File: config.mk
export PLATFORM = sky130hd
export DESIGN_NAME = axi_master_flat
export DESIGN_NICKNAME = d
export VERILOG_FILES = /design/src/rtl/axi_master_if.sv /design/src/rtl/axi_master.sv /design/src/flat_wrapper.sv
export SDC_FILE = /design/constraint.sdc
export NUM_CORES = 1
export LEC_CHECK = 0
export CORE_AREA = 4 4 133 135
export DETAILED_ROUTE_END_ITERATION = 12
export DIE_AREA = 0 0 137 139
export PLACE_DENSITY = 0.63
export SKIP_LAST_GASP = 1
export SYNTH_ARGS = -nofsm -noshare
export SYNTH_HDL_FRONTEND = slang
export SYNTH_SLANG_ARGS = --single-unit
File: constraint.sdc
create_clock -name ACLK -period 2.9 [get_ports ACLK]
set_clock_uncertainty 0.2 [all_clocks]
set_input_delay 0.725 -clock ACLK [delete_from_list [all_inputs] [get_ports ACLK]]
set_output_delay 0.725 -clock ACLK [all_outputs]
set_load 0.02 [all_outputs]
File: src/rtl/axi_master_if.sv
// Bundle of the command, local data and AXI4 memory-side signals of the
// single-outstanding master; the master modport is the design's view.
interface axi_master_if #(
   parameter int ID_WIDTH   = 4,
   parameter int ADDR_WIDTH = 32,
   parameter int DATA_WIDTH = 32,
   parameter int LEN_WIDTH  = 8
);
   logic                    cmd_valid;
   logic                    cmd_ready;
   logic                    cmd_write;
   logic [ID_WIDTH-1:0]     cmd_id;
   logic [ADDR_WIDTH-1:0]   cmd_addr;
   logic [LEN_WIDTH-1:0]    cmd_len;
   logic [2:0]              cmd_size;
   logic [1:0]              cmd_burst;

   logic [DATA_WIDTH-1:0]   wr_data;
   logic [DATA_WIDTH/8-1:0] wr_strb;
   logic                    wr_valid;
   logic                    wr_ready;
   logic [DATA_WIDTH-1:0]   rd_data;
   logic                    rd_last;
   logic                    rd_valid;
   logic                    rd_ready;

   logic                    done;
   logic                    done_write;
   logic [1:0]              done_resp;
   logic [ID_WIDTH-1:0]     done_id;

   logic [ID_WIDTH-1:0]     MEM_AWID,    MEM_ARID;
   logic [ADDR_WIDTH-1:0]   MEM_AWADDR,  MEM_ARADDR;
   logic [LEN_WIDTH-1:0]    MEM_AWLEN,   MEM_ARLEN;
   logic [2:0]              MEM_AWSIZE,  MEM_ARSIZE;
   logic [1:0]              MEM_AWBURST, MEM_ARBURST;
   logic                    MEM_AWVALID, MEM_ARVALID;
   logic                    MEM_AWREADY, MEM_ARREADY;
   logic                    MEM_AWLOCK,  MEM_ARLOCK;
   logic [3:0]              MEM_AWCACHE, MEM_ARCACHE;
   logic [2:0]              MEM_AWPROT,  MEM_ARPROT;
   logic [3:0]              MEM_AWQOS,   MEM_ARQOS;

   logic [DATA_WIDTH-1:0]   MEM_WDATA;
   logic [DATA_WIDTH/8-1:0] MEM_WSTRB;
   logic                    MEM_WLAST;
   logic                    MEM_WVALID;
   logic                    MEM_WREADY;

   logic [ID_WIDTH-1:0]     MEM_BID;
   logic [1:0]              MEM_BRESP;
   logic                    MEM_BVALID;
   logic                    MEM_BREADY;

   logic [ID_WIDTH-1:0]     MEM_RID;
   logic [DATA_WIDTH-1:0]   MEM_RDATA;
   logic [1:0]              MEM_RRESP;
   logic                    MEM_RLAST;
   logic                    MEM_RVALID;
   logic                    MEM_RREADY;

   modport master (
      input  cmd_valid, cmd_write, cmd_id, cmd_addr, cmd_len, cmd_size, cmd_burst,
      output cmd_ready,
      input  wr_data, wr_strb, wr_valid, rd_ready,
      output wr_ready, rd_data, rd_last, rd_valid,
      output done, done_write, done_resp, done_id,
      output MEM_AWID, MEM_AWADDR, MEM_AWLEN, MEM_AWSIZE, MEM_AWBURST, MEM_AWVALID,
      output MEM_AWLOCK, MEM_AWCACHE, MEM_AWPROT, MEM_AWQOS,
      input  MEM_AWREADY,
      output MEM_ARID, MEM_ARADDR, MEM_ARLEN, MEM_ARSIZE, MEM_ARBURST, MEM_ARVALID,
      output MEM_ARLOCK, MEM_ARCACHE, MEM_ARPROT, MEM_ARQOS,
      input  MEM_ARREADY,
      output MEM_WDATA, MEM_WSTRB, MEM_WLAST, MEM_WVALID,
      input  MEM_WREADY,
      input  MEM_BID, MEM_BRESP, MEM_BVALID,
      output MEM_BREADY,
      input  MEM_RID, MEM_RDATA, MEM_RRESP, MEM_RLAST, MEM_RVALID,
      output MEM_RREADY
   );

   modport slave (
      output cmd_valid, cmd_write, cmd_id, cmd_addr, cmd_len, cmd_size, cmd_burst,
      input  cmd_ready,
      output wr_data, wr_strb, wr_valid, rd_ready,
      input  wr_ready, rd_data, rd_last, rd_valid,
      input  done, done_write, done_resp, done_id,
      input  MEM_AWID, MEM_AWADDR, MEM_AWLEN, MEM_AWSIZE, MEM_AWBURST, MEM_AWVALID,
      input  MEM_AWLOCK, MEM_AWCACHE, MEM_AWPROT, MEM_AWQOS,
      output MEM_AWREADY,
      input  MEM_ARID, MEM_ARADDR, MEM_ARLEN, MEM_ARSIZE, MEM_ARBURST, MEM_ARVALID,
      input  MEM_ARLOCK, MEM_ARCACHE, MEM_ARPROT, MEM_ARQOS,
      output MEM_ARREADY,
      input  MEM_WDATA, MEM_WSTRB, MEM_WLAST, MEM_WVALID,
      output MEM_WREADY,
      output MEM_BID, MEM_BRESP, MEM_BVALID,
      input  MEM_BREADY,
      output MEM_RID, MEM_RDATA, MEM_RRESP, MEM_RLAST, MEM_RVALID,
      input  MEM_RREADY
   );
endinterface

File: src/rtl/axi_master.sv
// Single-outstanding AXI4 master: takes one command, runs the AW/W/B or
// AR/R sequence for it and reports completion with a one-cycle done pulse.
module axi_master #(
   parameter int ID_WIDTH   = 4,
   parameter int ADDR_WIDTH = 32,
   parameter int DATA_WIDTH = 32,
   parameter int LEN_WIDTH  = 8
) (
   input logic          ACLK,
   input logic          ARESET,
   axi_master_if.master bus
);
   localparam int         STRB_WIDTH  = DATA_WIDTH / 8;
   localparam logic [1:0] RESP_OKAY   = 2'b00;
   localparam logic [1:0] RESP_SLVERR = 2'b10;

   typedef enum logic [2:0] {IDLE, CHK, AW, W, B, AR, R, DONE} state_t;

   state_t                state;
   state_t                next_state;
   logic                  lat_write;
   logic [ID_WIDTH-1:0]   lat_id;
   logic [ADDR_WIDTH-1:0] lat_addr;
   logic [LEN_WIDTH-1:0]  lat_len;
   logic [2:0]            lat_size;
   logic [1:0]            lat_burst;
   logic [LEN_WIDTH:0]    beat;
   logic [1:0]            resp;
   logic [ID_WIDTH-1:0]   resp_id;

   logic bad_cmd;
   logic last_beat;
   logic w_hs;
   logic r_hs;
   logic len_err;

   // WRAP/reserved bursts and beats wider than the bus are refused up front
   always_comb begin
      bad_cmd   = lat_burst[1] || ((32'd1 << lat_size) > 32'(STRB_WIDTH));
      last_beat = (beat == {1'b0, lat_len});
      w_hs      = (state == W) && bus.wr_valid && bus.MEM_WREADY;
      r_hs      = (state == R) && bus.MEM_RVALID && bus.rd_ready;
      len_err   = (bus.MEM_RLAST && !last_beat) ||
                  ((beat > {1'b0, lat_len}) && !bus.MEM_RLAST);
   end

   always_ff @(posedge ACLK) begin
      if (ARESET) state <= IDLE;
      else        state <= next_state;
   end

   always_comb begin
      next_state = state;
      case (state)
         IDLE: if (bus.cmd_valid) next_state = CHK;
         CHK: begin
            if (bad_cmd)        next_state = DONE;
            else if (lat_write) next_state = AW;
            else                next_state = AR;
         end
         AW:   if (bus.MEM_AWREADY) next_state = W;
         W:    if (w_hs && last_beat) next_state = B;
         B:    if (bus.MEM_BVALID) next_state = DONE;
         AR:   if (bus.MEM_ARREADY) next_state = R;
         R:    if (r_hs && bus.MEM_RLAST) next_state = DONE;
         DONE: next_state = IDLE;
         default: next_state = IDLE;
      endcase
   end

   always_ff @(posedge ACLK) begin
      if (ARESET) begin
         lat_write <= 1'b0;
         lat_id    <= '0;
         lat_addr  <= '0;
         lat_len   <= '0;
         lat_size  <= '0;
         lat_burst <= '0;
         beat      <= '0;
         resp      <= RESP_OKAY;
         resp_id   <= '0;
      end else begin
         case (state)
            IDLE: if (bus.cmd_valid) begin
               lat_write <= bus.cmd_write;
               lat_id    <= bus.cmd_id;
               lat_addr  <= bus.cmd_addr;
               lat_len   <= bus.cmd_len;
               lat_size  <= bus.cmd_size;
               lat_burst <= bus.cmd_burst;
            end
            CHK: begin
               resp    <= bad_cmd ? RESP_SLVERR : RESP_OKAY;
               resp_id <= lat_id;
            end
            AW: if (bus.MEM_AWREADY) beat <= '0;
            AR: if (bus.MEM_ARREADY) beat <= '0;
            W:  if (w_hs) beat <= beat + 1'b1;
            B: if (bus.MEM_BVALID) begin
               resp    <= bus.MEM_BRESP;
               resp_id <= bus.MEM_BID;
            end
            // first error wins; a bad beat count only reports if nothing else did
            R: if (r_hs) begin
               if (resp == RESP_OKAY) begin
                  if (bus.MEM_RRESP != RESP_OKAY) resp <= bus.MEM_RRESP;
                  else if (len_err)               resp <= RESP_SLVERR;
               end
               if (beat != '1)    beat    <= beat + 1'b1;
               if (bus.MEM_RLAST) resp_id <= bus.MEM_RID;
            end
            default: ;
         endcase
      end
   end

   always_comb begin
      bus.cmd_ready   = (state == IDLE);

      bus.MEM_AWID    = lat_id;
      bus.MEM_AWADDR  = lat_addr;
      bus.MEM_AWLEN   = lat_len;
      bus.MEM_AWSIZE  = lat_size;
      bus.MEM_AWBURST = lat_burst;
      bus.MEM_AWVALID = (state == AW);
      bus.MEM_AWLOCK  = 1'b0;
      bus.MEM_AWCACHE = 4'b0;
      bus.MEM_AWPROT  = 3'b0;
      bus.MEM_AWQOS   = 4'b0;

      bus.MEM_ARID    = lat_id;
      bus.MEM_ARADDR  = lat_addr;
      bus.MEM_ARLEN   = lat_len;
      bus.MEM_ARSIZE  = lat_size;
      bus.MEM_ARBURST = lat_burst;
      bus.MEM_ARVALID = (state == AR);
      bus.MEM_ARLOCK  = 1'b0;
      bus.MEM_ARCACHE = 4'b0;
      bus.MEM_ARPROT  = 3'b0;
      bus.MEM_ARQOS   = 4'b0;

      bus.MEM_WDATA   = bus.wr_data;
      bus.MEM_WSTRB   = bus.wr_strb;
      bus.MEM_WVALID  = (state == W) && bus.wr_valid;
      bus.MEM_WLAST   = (state == W) && last_beat;
      bus.wr_ready    = (state == W) && bus.MEM_WREADY;

      bus.MEM_BREADY  = (state == B);

      bus.MEM_RREADY  = (state == R) && bus.rd_ready;
      bus.rd_valid    = (state == R) && bus.MEM_RVALID;
      bus.rd_last     = (state == R) && bus.MEM_RLAST;
      bus.rd_data     = (state == R) ? bus.MEM_RDATA : '0;

      bus.done        = (state == DONE);
      bus.done_write  = (state == DONE) && lat_write;
      bus.done_resp   = (state == DONE) ? resp : RESP_OKAY;
      bus.done_id     = (state == DONE) ? resp_id : '0;
   end
endmodule

File: src/flat_wrapper.sv
// flat-port wrapper written by rule: the top's interface ports become plain ports
module axi_master_flat 
#(
   parameter int ID_WIDTH   = 4,
   parameter int ADDR_WIDTH = 32,
   parameter int DATA_WIDTH = 32,
   parameter int LEN_WIDTH  = 8
)
  (ACLK, ARESET, bus_cmd_valid, bus_cmd_write, bus_cmd_id, bus_cmd_addr, bus_cmd_len, bus_cmd_size, bus_cmd_burst, bus_cmd_ready, bus_wr_data, bus_wr_strb, bus_wr_valid, bus_rd_ready, bus_wr_ready, bus_rd_data, bus_rd_last, bus_rd_valid, bus_done, bus_done_write, bus_done_resp, bus_done_id, bus_MEM_AWID, bus_MEM_AWADDR, bus_MEM_AWLEN, bus_MEM_AWSIZE, bus_MEM_AWBURST, bus_MEM_AWVALID, bus_MEM_AWLOCK, bus_MEM_AWCACHE, bus_MEM_AWPROT, bus_MEM_AWQOS, bus_MEM_AWREADY, bus_MEM_ARID, bus_MEM_ARADDR, bus_MEM_ARLEN, bus_MEM_ARSIZE, bus_MEM_ARBURST, bus_MEM_ARVALID, bus_MEM_ARLOCK, bus_MEM_ARCACHE, bus_MEM_ARPROT, bus_MEM_ARQOS, bus_MEM_ARREADY, bus_MEM_WDATA, bus_MEM_WSTRB, bus_MEM_WLAST, bus_MEM_WVALID, bus_MEM_WREADY, bus_MEM_BID, bus_MEM_BRESP, bus_MEM_BVALID, bus_MEM_BREADY, bus_MEM_RID, bus_MEM_RDATA, bus_MEM_RRESP, bus_MEM_RLAST, bus_MEM_RVALID, bus_MEM_RREADY);
  axi_master_if #(.ID_WIDTH(ID_WIDTH), .ADDR_WIDTH(ADDR_WIDTH), .DATA_WIDTH(DATA_WIDTH), .LEN_WIDTH(LEN_WIDTH)) bus_i ();
  input logic ACLK;
  input logic ARESET;
  input wire logic [$bits(bus_i.cmd_valid)-1:0] bus_cmd_valid;
  input wire logic [$bits(bus_i.cmd_write)-1:0] bus_cmd_write;
  input wire logic [$bits(bus_i.cmd_id)-1:0] bus_cmd_id;
  input wire logic [$bits(bus_i.cmd_addr)-1:0] bus_cmd_addr;
  input wire logic [$bits(bus_i.cmd_len)-1:0] bus_cmd_len;
  input wire logic [$bits(bus_i.cmd_size)-1:0] bus_cmd_size;
  input wire logic [$bits(bus_i.cmd_burst)-1:0] bus_cmd_burst;
  output wire logic [$bits(bus_i.cmd_ready)-1:0] bus_cmd_ready;
  input wire logic [$bits(bus_i.wr_data)-1:0] bus_wr_data;
  input wire logic [$bits(bus_i.wr_strb)-1:0] bus_wr_strb;
  input wire logic [$bits(bus_i.wr_valid)-1:0] bus_wr_valid;
  input wire logic [$bits(bus_i.rd_ready)-1:0] bus_rd_ready;
  output wire logic [$bits(bus_i.wr_ready)-1:0] bus_wr_ready;
  output wire logic [$bits(bus_i.rd_data)-1:0] bus_rd_data;
  output wire logic [$bits(bus_i.rd_last)-1:0] bus_rd_last;
  output wire logic [$bits(bus_i.rd_valid)-1:0] bus_rd_valid;
  output wire logic [$bits(bus_i.done)-1:0] bus_done;
  output wire logic [$bits(bus_i.done_write)-1:0] bus_done_write;
  output wire logic [$bits(bus_i.done_resp)-1:0] bus_done_resp;
  output wire logic [$bits(bus_i.done_id)-1:0] bus_done_id;
  output wire logic [$bits(bus_i.MEM_AWID)-1:0] bus_MEM_AWID;
  output wire logic [$bits(bus_i.MEM_AWADDR)-1:0] bus_MEM_AWADDR;
  output wire logic [$bits(bus_i.MEM_AWLEN)-1:0] bus_MEM_AWLEN;
  output wire logic [$bits(bus_i.MEM_AWSIZE)-1:0] bus_MEM_AWSIZE;
  output wire logic [$bits(bus_i.MEM_AWBURST)-1:0] bus_MEM_AWBURST;
  output wire logic [$bits(bus_i.MEM_AWVALID)-1:0] bus_MEM_AWVALID;
  output wire logic [$bits(bus_i.MEM_AWLOCK)-1:0] bus_MEM_AWLOCK;
  output wire logic [$bits(bus_i.MEM_AWCACHE)-1:0] bus_MEM_AWCACHE;
  output wire logic [$bits(bus_i.MEM_AWPROT)-1:0] bus_MEM_AWPROT;
  output wire logic [$bits(bus_i.MEM_AWQOS)-1:0] bus_MEM_AWQOS;
  input wire logic [$bits(bus_i.MEM_AWREADY)-1:0] bus_MEM_AWREADY;
  output wire logic [$bits(bus_i.MEM_ARID)-1:0] bus_MEM_ARID;
  output wire logic [$bits(bus_i.MEM_ARADDR)-1:0] bus_MEM_ARADDR;
  output wire logic [$bits(bus_i.MEM_ARLEN)-1:0] bus_MEM_ARLEN;
  output wire logic [$bits(bus_i.MEM_ARSIZE)-1:0] bus_MEM_ARSIZE;
  output wire logic [$bits(bus_i.MEM_ARBURST)-1:0] bus_MEM_ARBURST;
  output wire logic [$bits(bus_i.MEM_ARVALID)-1:0] bus_MEM_ARVALID;
  output wire logic [$bits(bus_i.MEM_ARLOCK)-1:0] bus_MEM_ARLOCK;
  output wire logic [$bits(bus_i.MEM_ARCACHE)-1:0] bus_MEM_ARCACHE;
  output wire logic [$bits(bus_i.MEM_ARPROT)-1:0] bus_MEM_ARPROT;
  output wire logic [$bits(bus_i.MEM_ARQOS)-1:0] bus_MEM_ARQOS;
  input wire logic [$bits(bus_i.MEM_ARREADY)-1:0] bus_MEM_ARREADY;
  output wire logic [$bits(bus_i.MEM_WDATA)-1:0] bus_MEM_WDATA;
  output wire logic [$bits(bus_i.MEM_WSTRB)-1:0] bus_MEM_WSTRB;
  output wire logic [$bits(bus_i.MEM_WLAST)-1:0] bus_MEM_WLAST;
  output wire logic [$bits(bus_i.MEM_WVALID)-1:0] bus_MEM_WVALID;
  input wire logic [$bits(bus_i.MEM_WREADY)-1:0] bus_MEM_WREADY;
  input wire logic [$bits(bus_i.MEM_BID)-1:0] bus_MEM_BID;
  input wire logic [$bits(bus_i.MEM_BRESP)-1:0] bus_MEM_BRESP;
  input wire logic [$bits(bus_i.MEM_BVALID)-1:0] bus_MEM_BVALID;
  output wire logic [$bits(bus_i.MEM_BREADY)-1:0] bus_MEM_BREADY;
  input wire logic [$bits(bus_i.MEM_RID)-1:0] bus_MEM_RID;
  input wire logic [$bits(bus_i.MEM_RDATA)-1:0] bus_MEM_RDATA;
  input wire logic [$bits(bus_i.MEM_RRESP)-1:0] bus_MEM_RRESP;
  input wire logic [$bits(bus_i.MEM_RLAST)-1:0] bus_MEM_RLAST;
  input wire logic [$bits(bus_i.MEM_RVALID)-1:0] bus_MEM_RVALID;
  output wire logic [$bits(bus_i.MEM_RREADY)-1:0] bus_MEM_RREADY;
  assign bus_i.cmd_valid = bus_cmd_valid;
  assign bus_i.cmd_write = bus_cmd_write;
  assign bus_i.cmd_id = bus_cmd_id;
  assign bus_i.cmd_addr = bus_cmd_addr;
  assign bus_i.cmd_len = bus_cmd_len;
  assign bus_i.cmd_size = bus_cmd_size;
  assign bus_i.cmd_burst = bus_cmd_burst;
  assign bus_cmd_ready = bus_i.cmd_ready;
  assign bus_i.wr_data = bus_wr_data;
  assign bus_i.wr_strb = bus_wr_strb;
  assign bus_i.wr_valid = bus_wr_valid;
  assign bus_i.rd_ready = bus_rd_ready;
  assign bus_wr_ready = bus_i.wr_ready;
  assign bus_rd_data = bus_i.rd_data;
  assign bus_rd_last = bus_i.rd_last;
  assign bus_rd_valid = bus_i.rd_valid;
  assign bus_done = bus_i.done;
  assign bus_done_write = bus_i.done_write;
  assign bus_done_resp = bus_i.done_resp;
  assign bus_done_id = bus_i.done_id;
  assign bus_MEM_AWID = bus_i.MEM_AWID;
  assign bus_MEM_AWADDR = bus_i.MEM_AWADDR;
  assign bus_MEM_AWLEN = bus_i.MEM_AWLEN;
  assign bus_MEM_AWSIZE = bus_i.MEM_AWSIZE;
  assign bus_MEM_AWBURST = bus_i.MEM_AWBURST;
  assign bus_MEM_AWVALID = bus_i.MEM_AWVALID;
  assign bus_MEM_AWLOCK = bus_i.MEM_AWLOCK;
  assign bus_MEM_AWCACHE = bus_i.MEM_AWCACHE;
  assign bus_MEM_AWPROT = bus_i.MEM_AWPROT;
  assign bus_MEM_AWQOS = bus_i.MEM_AWQOS;
  assign bus_i.MEM_AWREADY = bus_MEM_AWREADY;
  assign bus_MEM_ARID = bus_i.MEM_ARID;
  assign bus_MEM_ARADDR = bus_i.MEM_ARADDR;
  assign bus_MEM_ARLEN = bus_i.MEM_ARLEN;
  assign bus_MEM_ARSIZE = bus_i.MEM_ARSIZE;
  assign bus_MEM_ARBURST = bus_i.MEM_ARBURST;
  assign bus_MEM_ARVALID = bus_i.MEM_ARVALID;
  assign bus_MEM_ARLOCK = bus_i.MEM_ARLOCK;
  assign bus_MEM_ARCACHE = bus_i.MEM_ARCACHE;
  assign bus_MEM_ARPROT = bus_i.MEM_ARPROT;
  assign bus_MEM_ARQOS = bus_i.MEM_ARQOS;
  assign bus_i.MEM_ARREADY = bus_MEM_ARREADY;
  assign bus_MEM_WDATA = bus_i.MEM_WDATA;
  assign bus_MEM_WSTRB = bus_i.MEM_WSTRB;
  assign bus_MEM_WLAST = bus_i.MEM_WLAST;
  assign bus_MEM_WVALID = bus_i.MEM_WVALID;
  assign bus_i.MEM_WREADY = bus_MEM_WREADY;
  assign bus_i.MEM_BID = bus_MEM_BID;
  assign bus_i.MEM_BRESP = bus_MEM_BRESP;
  assign bus_i.MEM_BVALID = bus_MEM_BVALID;
  assign bus_MEM_BREADY = bus_i.MEM_BREADY;
  assign bus_i.MEM_RID = bus_MEM_RID;
  assign bus_i.MEM_RDATA = bus_MEM_RDATA;
  assign bus_i.MEM_RRESP = bus_MEM_RRESP;
  assign bus_i.MEM_RLAST = bus_MEM_RLAST;
  assign bus_i.MEM_RVALID = bus_MEM_RVALID;
  assign bus_MEM_RREADY = bus_i.MEM_RREADY;
  axi_master #(.ID_WIDTH(ID_WIDTH), .ADDR_WIDTH(ADDR_WIDTH), .DATA_WIDTH(DATA_WIDTH), .LEN_WIDTH(LEN_WIDTH)) u_core (.ACLK(ACLK), .ARESET(ARESET), .bus(bus_i));
endmodule
* Word level (Yosys, flattened, before mapping) *
Index checks and enable logic that the tools add are counted.

operators by class
  add/sub/neg operators = 1
  reductions and logical operators = 27
  multiplexer cells = 29
  $lt $le $gt $ge = 2
  equal/unequal tests = 21
  shift-type cells = 1

operators by type and width
  cell                                                                              number
  9-bit two-way mux                                                                 5
  9-bit one-hot mux with 4 select lines                                             1
  32-bit by 3-bit greater-than comparator with 1-bit output, second input constant  1
  32-bit two-way mux                                                                1
  1-bit by 3-bit << shifter with 32-bit output, first input constant                1
  3-bit two-way mux                                                                 8
  3-bit one-hot mux with 8 select lines                                             1
  4-bit two-way mux                                                                 4
  2-bit two-way mux                                                                 7
  2-bit by 1-bit inequality test with 1-bit output, second input constant           7
  1-bit logical AND                                                                 13
  3-bit == test, second input constant                                              4
  4-bit one-hot mux with 3 select lines                                             1
  6-bit AND reduction                                                               2
  9-bit by 1-bit adder with 9-bit output, second input constant                     1
  9-bit by 8-bit == test with 1-bit output                                          1
  9-bit by 8-bit greater-than comparator with 1-bit output                          1
  9-bit inequality test, second input constant                                      1
  2-bit inequality test, second input constant                                      4
  3-bit by 2-bit == test with 1-bit output, second input constant                   2
  2-bit one-hot mux with 3 select lines                                             1
  5-bit AND reduction                                                               1
  4-bit AND reduction                                                               1
  4-bit nonzero test                                                                1
  9 further kinds                                                                   11

storage, ports and cells
  register bits = 68
  output and inout port bits = 208
  logic and storage cells = 91
  input port bits = 141

* Depth between registers and ports, before layout *
  depth after elaboration = 9
  depth in mapped cells = 10
  depth with buffers taken out = 10

* Least setup slack after synthesis *
Ideal clock, no wire load.

  kind = register to output
  start point = reg u_core.lat_len[2], in the netlist u_core.bus.MEM_ARLEN[2]
  end point = out bus_MEM_WLAST
  path buffers = 0
  data required time = 1.975 ns
  arrival = 1.946 ns
  setup slack = 0.029 ns
  cell stages (with the launch flop) = 6
  cell sequence = dfxtp_1 -> inv_1 -> ha_1 -> nand4_1 -> or2_2 -> nor4_1

between the ends
  longest elaborated chain between the ends = 2

RTL lines
  element                                   RTL line            text
  start: declaration                        axi_master.sv:24    logic [LEN_WIDTH-1:0] lat_len;
  start signal: assignment                  axi_master.sv:88    lat_len <= bus.cmd_len;
  9-bit by 8-bit == test with 1-bit output  axi_master.sv:40    last_beat = (beat == {1'b0, lat_len});
  1-bit logical AND                         axi_master.sv:145   bus.MEM_WLAST = (state == W) && last_beat;
  end: declaration                          flat_wrapper.sv:57  output wire logic [$bits(bus_i.MEM_WLAST)-1:0] bus_MEM_WLAST;

No other way between the ends.

* Final worst setup path *
  start point = in bus_wr_valid
  end point = out bus_MEM_WVALID

between the ends
  longest elaborated chain between the ends = 1

RTL lines
  element             RTL line            text
  start: declaration  flat_wrapper.sv:23  input wire logic [$bits(bus_i.wr_valid)-1:0] bus_wr_valid;
  1-bit logical AND   axi_master.sv:144   bus.MEM_WVALID = (state == W) && bus.wr_valid;
  end: declaration    flat_wrapper.sv:58  output wire logic [$bits(bus_i.MEM_WVALID)-1:0] bus_MEM_WVALID;

No other way between the ends.

==> results.tsv <==
metric	value	unit
largest net degree at the start of global routing	51	
synthesis-stage register bit count	68	
RSZ-0062 raised after global routing	yes	
Hold/Removal Path Class	flip-flop to flip-flop	
Max Cap Viol	0	
postcts setup bufs	0	
Clock Tree Root	clkbuf_16	
Synth async-reset ratio	0	%
Worst Path Required	1.98	ns
final WL	14.7	mm
antenna diode count	0	
area grow syn2layout	62.2	%
Tcrit/Tclk final	98.3	%
ys flop type	dfxtp_1	
initial antenna violation count	1	
WL per Instance	15.4	um
Post-Syn Area	0.00420	mm2
Placer Congestion	0.790	
CTS clk-pin slew, worst paths	0.06	ns
Syn Area/Cell	7.59	um2
IO Pins	349	
crit-path max FO	2	
synth warn	0	
area of the multi-input gates	0.00195	mm2
maximum vdd drop	0.347	mV
fin. max-slew vios	0	
GR Util All Layers	14.7	%
initial DRC count	118	
Die Span Y	139	um
site row count	47	
HPWL Detailed	11.2	mm
Final ANT Viol Nets	0	
outcome	completed	
Starting Density	25.5	%
Util after Layout	41.4	%
register area	0.00136	mm2
startpoint class of the critical path	input pin	
Place WS	-0.0948	ns
first-pass GRT wire length	22.1	mm
Setup CP Type	input pin to output port	
Port-buffer cells	252	
Power per Cell Area	764	mW/mm2
CTS Hold Bufs	0	
TritonCTS Buffers	9	
nets	883	
Worst Max-Slew Pin Slew	0.739	ns
Post-DP Area	0.00641	mm2
Max clock buf depth	2	
final non-filler cell area	0.00682	mm2
number of flops mapped to enable cells by yosys	0	
Sink Count	68	
vias in the first global route	4149	
H-tree levels	3	
CP max-delay cell	clkdlybuf4s50_1	
Final WS setup	0.0501	ns
CTS tree	yes	
worst path cell trace	clkdlybuf4s50_1 > and2_1 > clkdlybuf4s50_1	
setup TNS	0	ns
Fillers	1672	
grt total ovfl	0	
register area share after synthesis	32.4	%
Pleak	3.17	nW
clk_lat worst skew	0.33	ns
Area contributors post-synth	dfxtp_1 32%, buf_4 19%, nand2_1 10%	
core area	0.0165	mm2
Largest stage delay, worst path	0.60	ns
Max Fclk	351	MHz
share of the synthesized area in the top cell type	32.4	%
Final Hold Viols	0	
DRC viols	0	
endpoint class of the critical path	output port	
final hold slack	0.274	ns
drt pass-1 iters	5	
CP most frequent cell	clkdlybuf4s50_1	
Rel. slew slack	50.4	%
final setup fails	0	
Distinct cells, synth	50	
die extent in x	137	um
min cycle time layout	2.85	ns
Cells after Synth	554	
reg2reg setup slack	0.35	ns
layout cells sized above 1	8.55	%
Die Area	0.0190	mm2
area leader, netlist	dfxtp_1	
routed via count	4120	
DR vias/cell	4.31	
WP data arrival	1.92	ns
-- cells in the mapped netlist, types with 3 or more instances --
library cell and n:
dfxtp_1 68, ha_1 10, a211oi_1 3, a21oi_1 57, xor2_1 4, nor3_1 5, nand2_1 114, and2_1 46
clkbuf_1 26, o21ai_0 8, inv_1 13, nand2b_1 6, mux2i_1 12, and3_1 3, buf_4 109, nor2_1 20
and3b_1 3, nand3_1 4
-- area by class of cell --
class                      instances  area share, %
clock buffer                      11           3.56
clock inverter                     5           1.25
inverter                          13          0.716
multi-input combinational        356           28.5
sequential                        68           20.0
tap                              220           4.04
timing repair buffer             284           41.9
-- routing by layer --
metal  share of wire [%]  vias to the layer above  GRT usage, %
met1                  39                     1863          16.6
met5                0.14                        -             0
met4                 2.5                        2          5.20
met2                  50                      191          25.8
met3                 8.8                       30          4.54
li1                    -                     2034             -
-- stage by stage --
step	std cells	total power (W)
after floorplan	577	0.00298
after global placement	941	0.00403
after detailed placement	941	0.00404
after CTS	957	0.00530
after global routing	957	0.00555
final	957	0.00521
-- cells in the final DEF, fill, tap and decap left out, types with 3 or more instances in the layout --
master             n
xor2_1             4
inv_1             13
nand3_1            4
dlymetal6s2s_1    30
buf_12             3
a211oi_1           3
clkbuf_16          9
buf_4             31
conb_1            24
nor3_1             5
clkdlybuf4s50_1  215
and2_1            45
dlygate4sd2_1      3
a21oi_1           57
nor2_1            20
nand2b_1           6
mux2i_1           12
o21ai_0            8
dfxtp_1           66
nand2_1          113
ha_1              10
-- logic make-up (layout without fill, tap and decap cells) --
family	count (synthesis)	after routing	share of synthesized area, %
buffers and inverters	153	313	23.8
flip-flops	68	68	32.4
other	1	24	0.0892
multiplexers	12	12	2.86
AND/OR/NAND/NOR	214	214	24.1
AO/OA/AOI/OAI	91	91	12.7
adder cells (fa/ha/maj)	10	10	2.98
XOR/XNOR	5	5	1.04
-- report_power, final --
part	leakage, nW	switching [W]	internal [W]
clock	0.156	0.000431	0.000780
combinational	2.46	0.00143	0.00125
sequential	0.555	0.000191	0.00113
total	3.17	0.00205	0.00316
-- sequential cells by signal, summed over array words and instances (netlist names) --
name and count:
u_core.beat 9, u_core.bus.MEM_ARADDR 32, u_core.bus.MEM_ARBURST 2, u_core.bus.MEM_ARID 4, u_core.bus.MEM_ARLEN 8, u_core.bus.MEM_ARSIZE 3, u_core.lat_write 1, u_core.resp 2
u_core.resp_id 4, u_core.state 3
-- critical path: cells and delay by family --
| kind | cells | cell delay (ns) |
|---|---|---|
| buffers and inverters | 2 | 1.07 |
| AND/OR/NAND/NOR | 1 | 0.12 |
-- what timing repair did --
item	in CTS	in global routing
pin swaps	0	0
resized for setup	11	33
endpoints found under the setup margin	44	37
gates cloned	0	0
-- final timing paths --
path,depth (start not counted),start,end
worst max-delay path,3,bus_wr_valid,bus_MEM_WVALID
worst min-delay path,2,u_core.bus.MEM_ARADDR[19],u_core.bus.MEM_ARADDR[19]
worst max register to register,7,u_core.bus.MEM_ARLEN[7],u_core.state[2]
worst min register to register,2,u_core.bus.MEM_ARADDR[19],u_core.bus.MEM_ARADDR[19]
No activity file was read; power rests on OpenSTA's default activity.
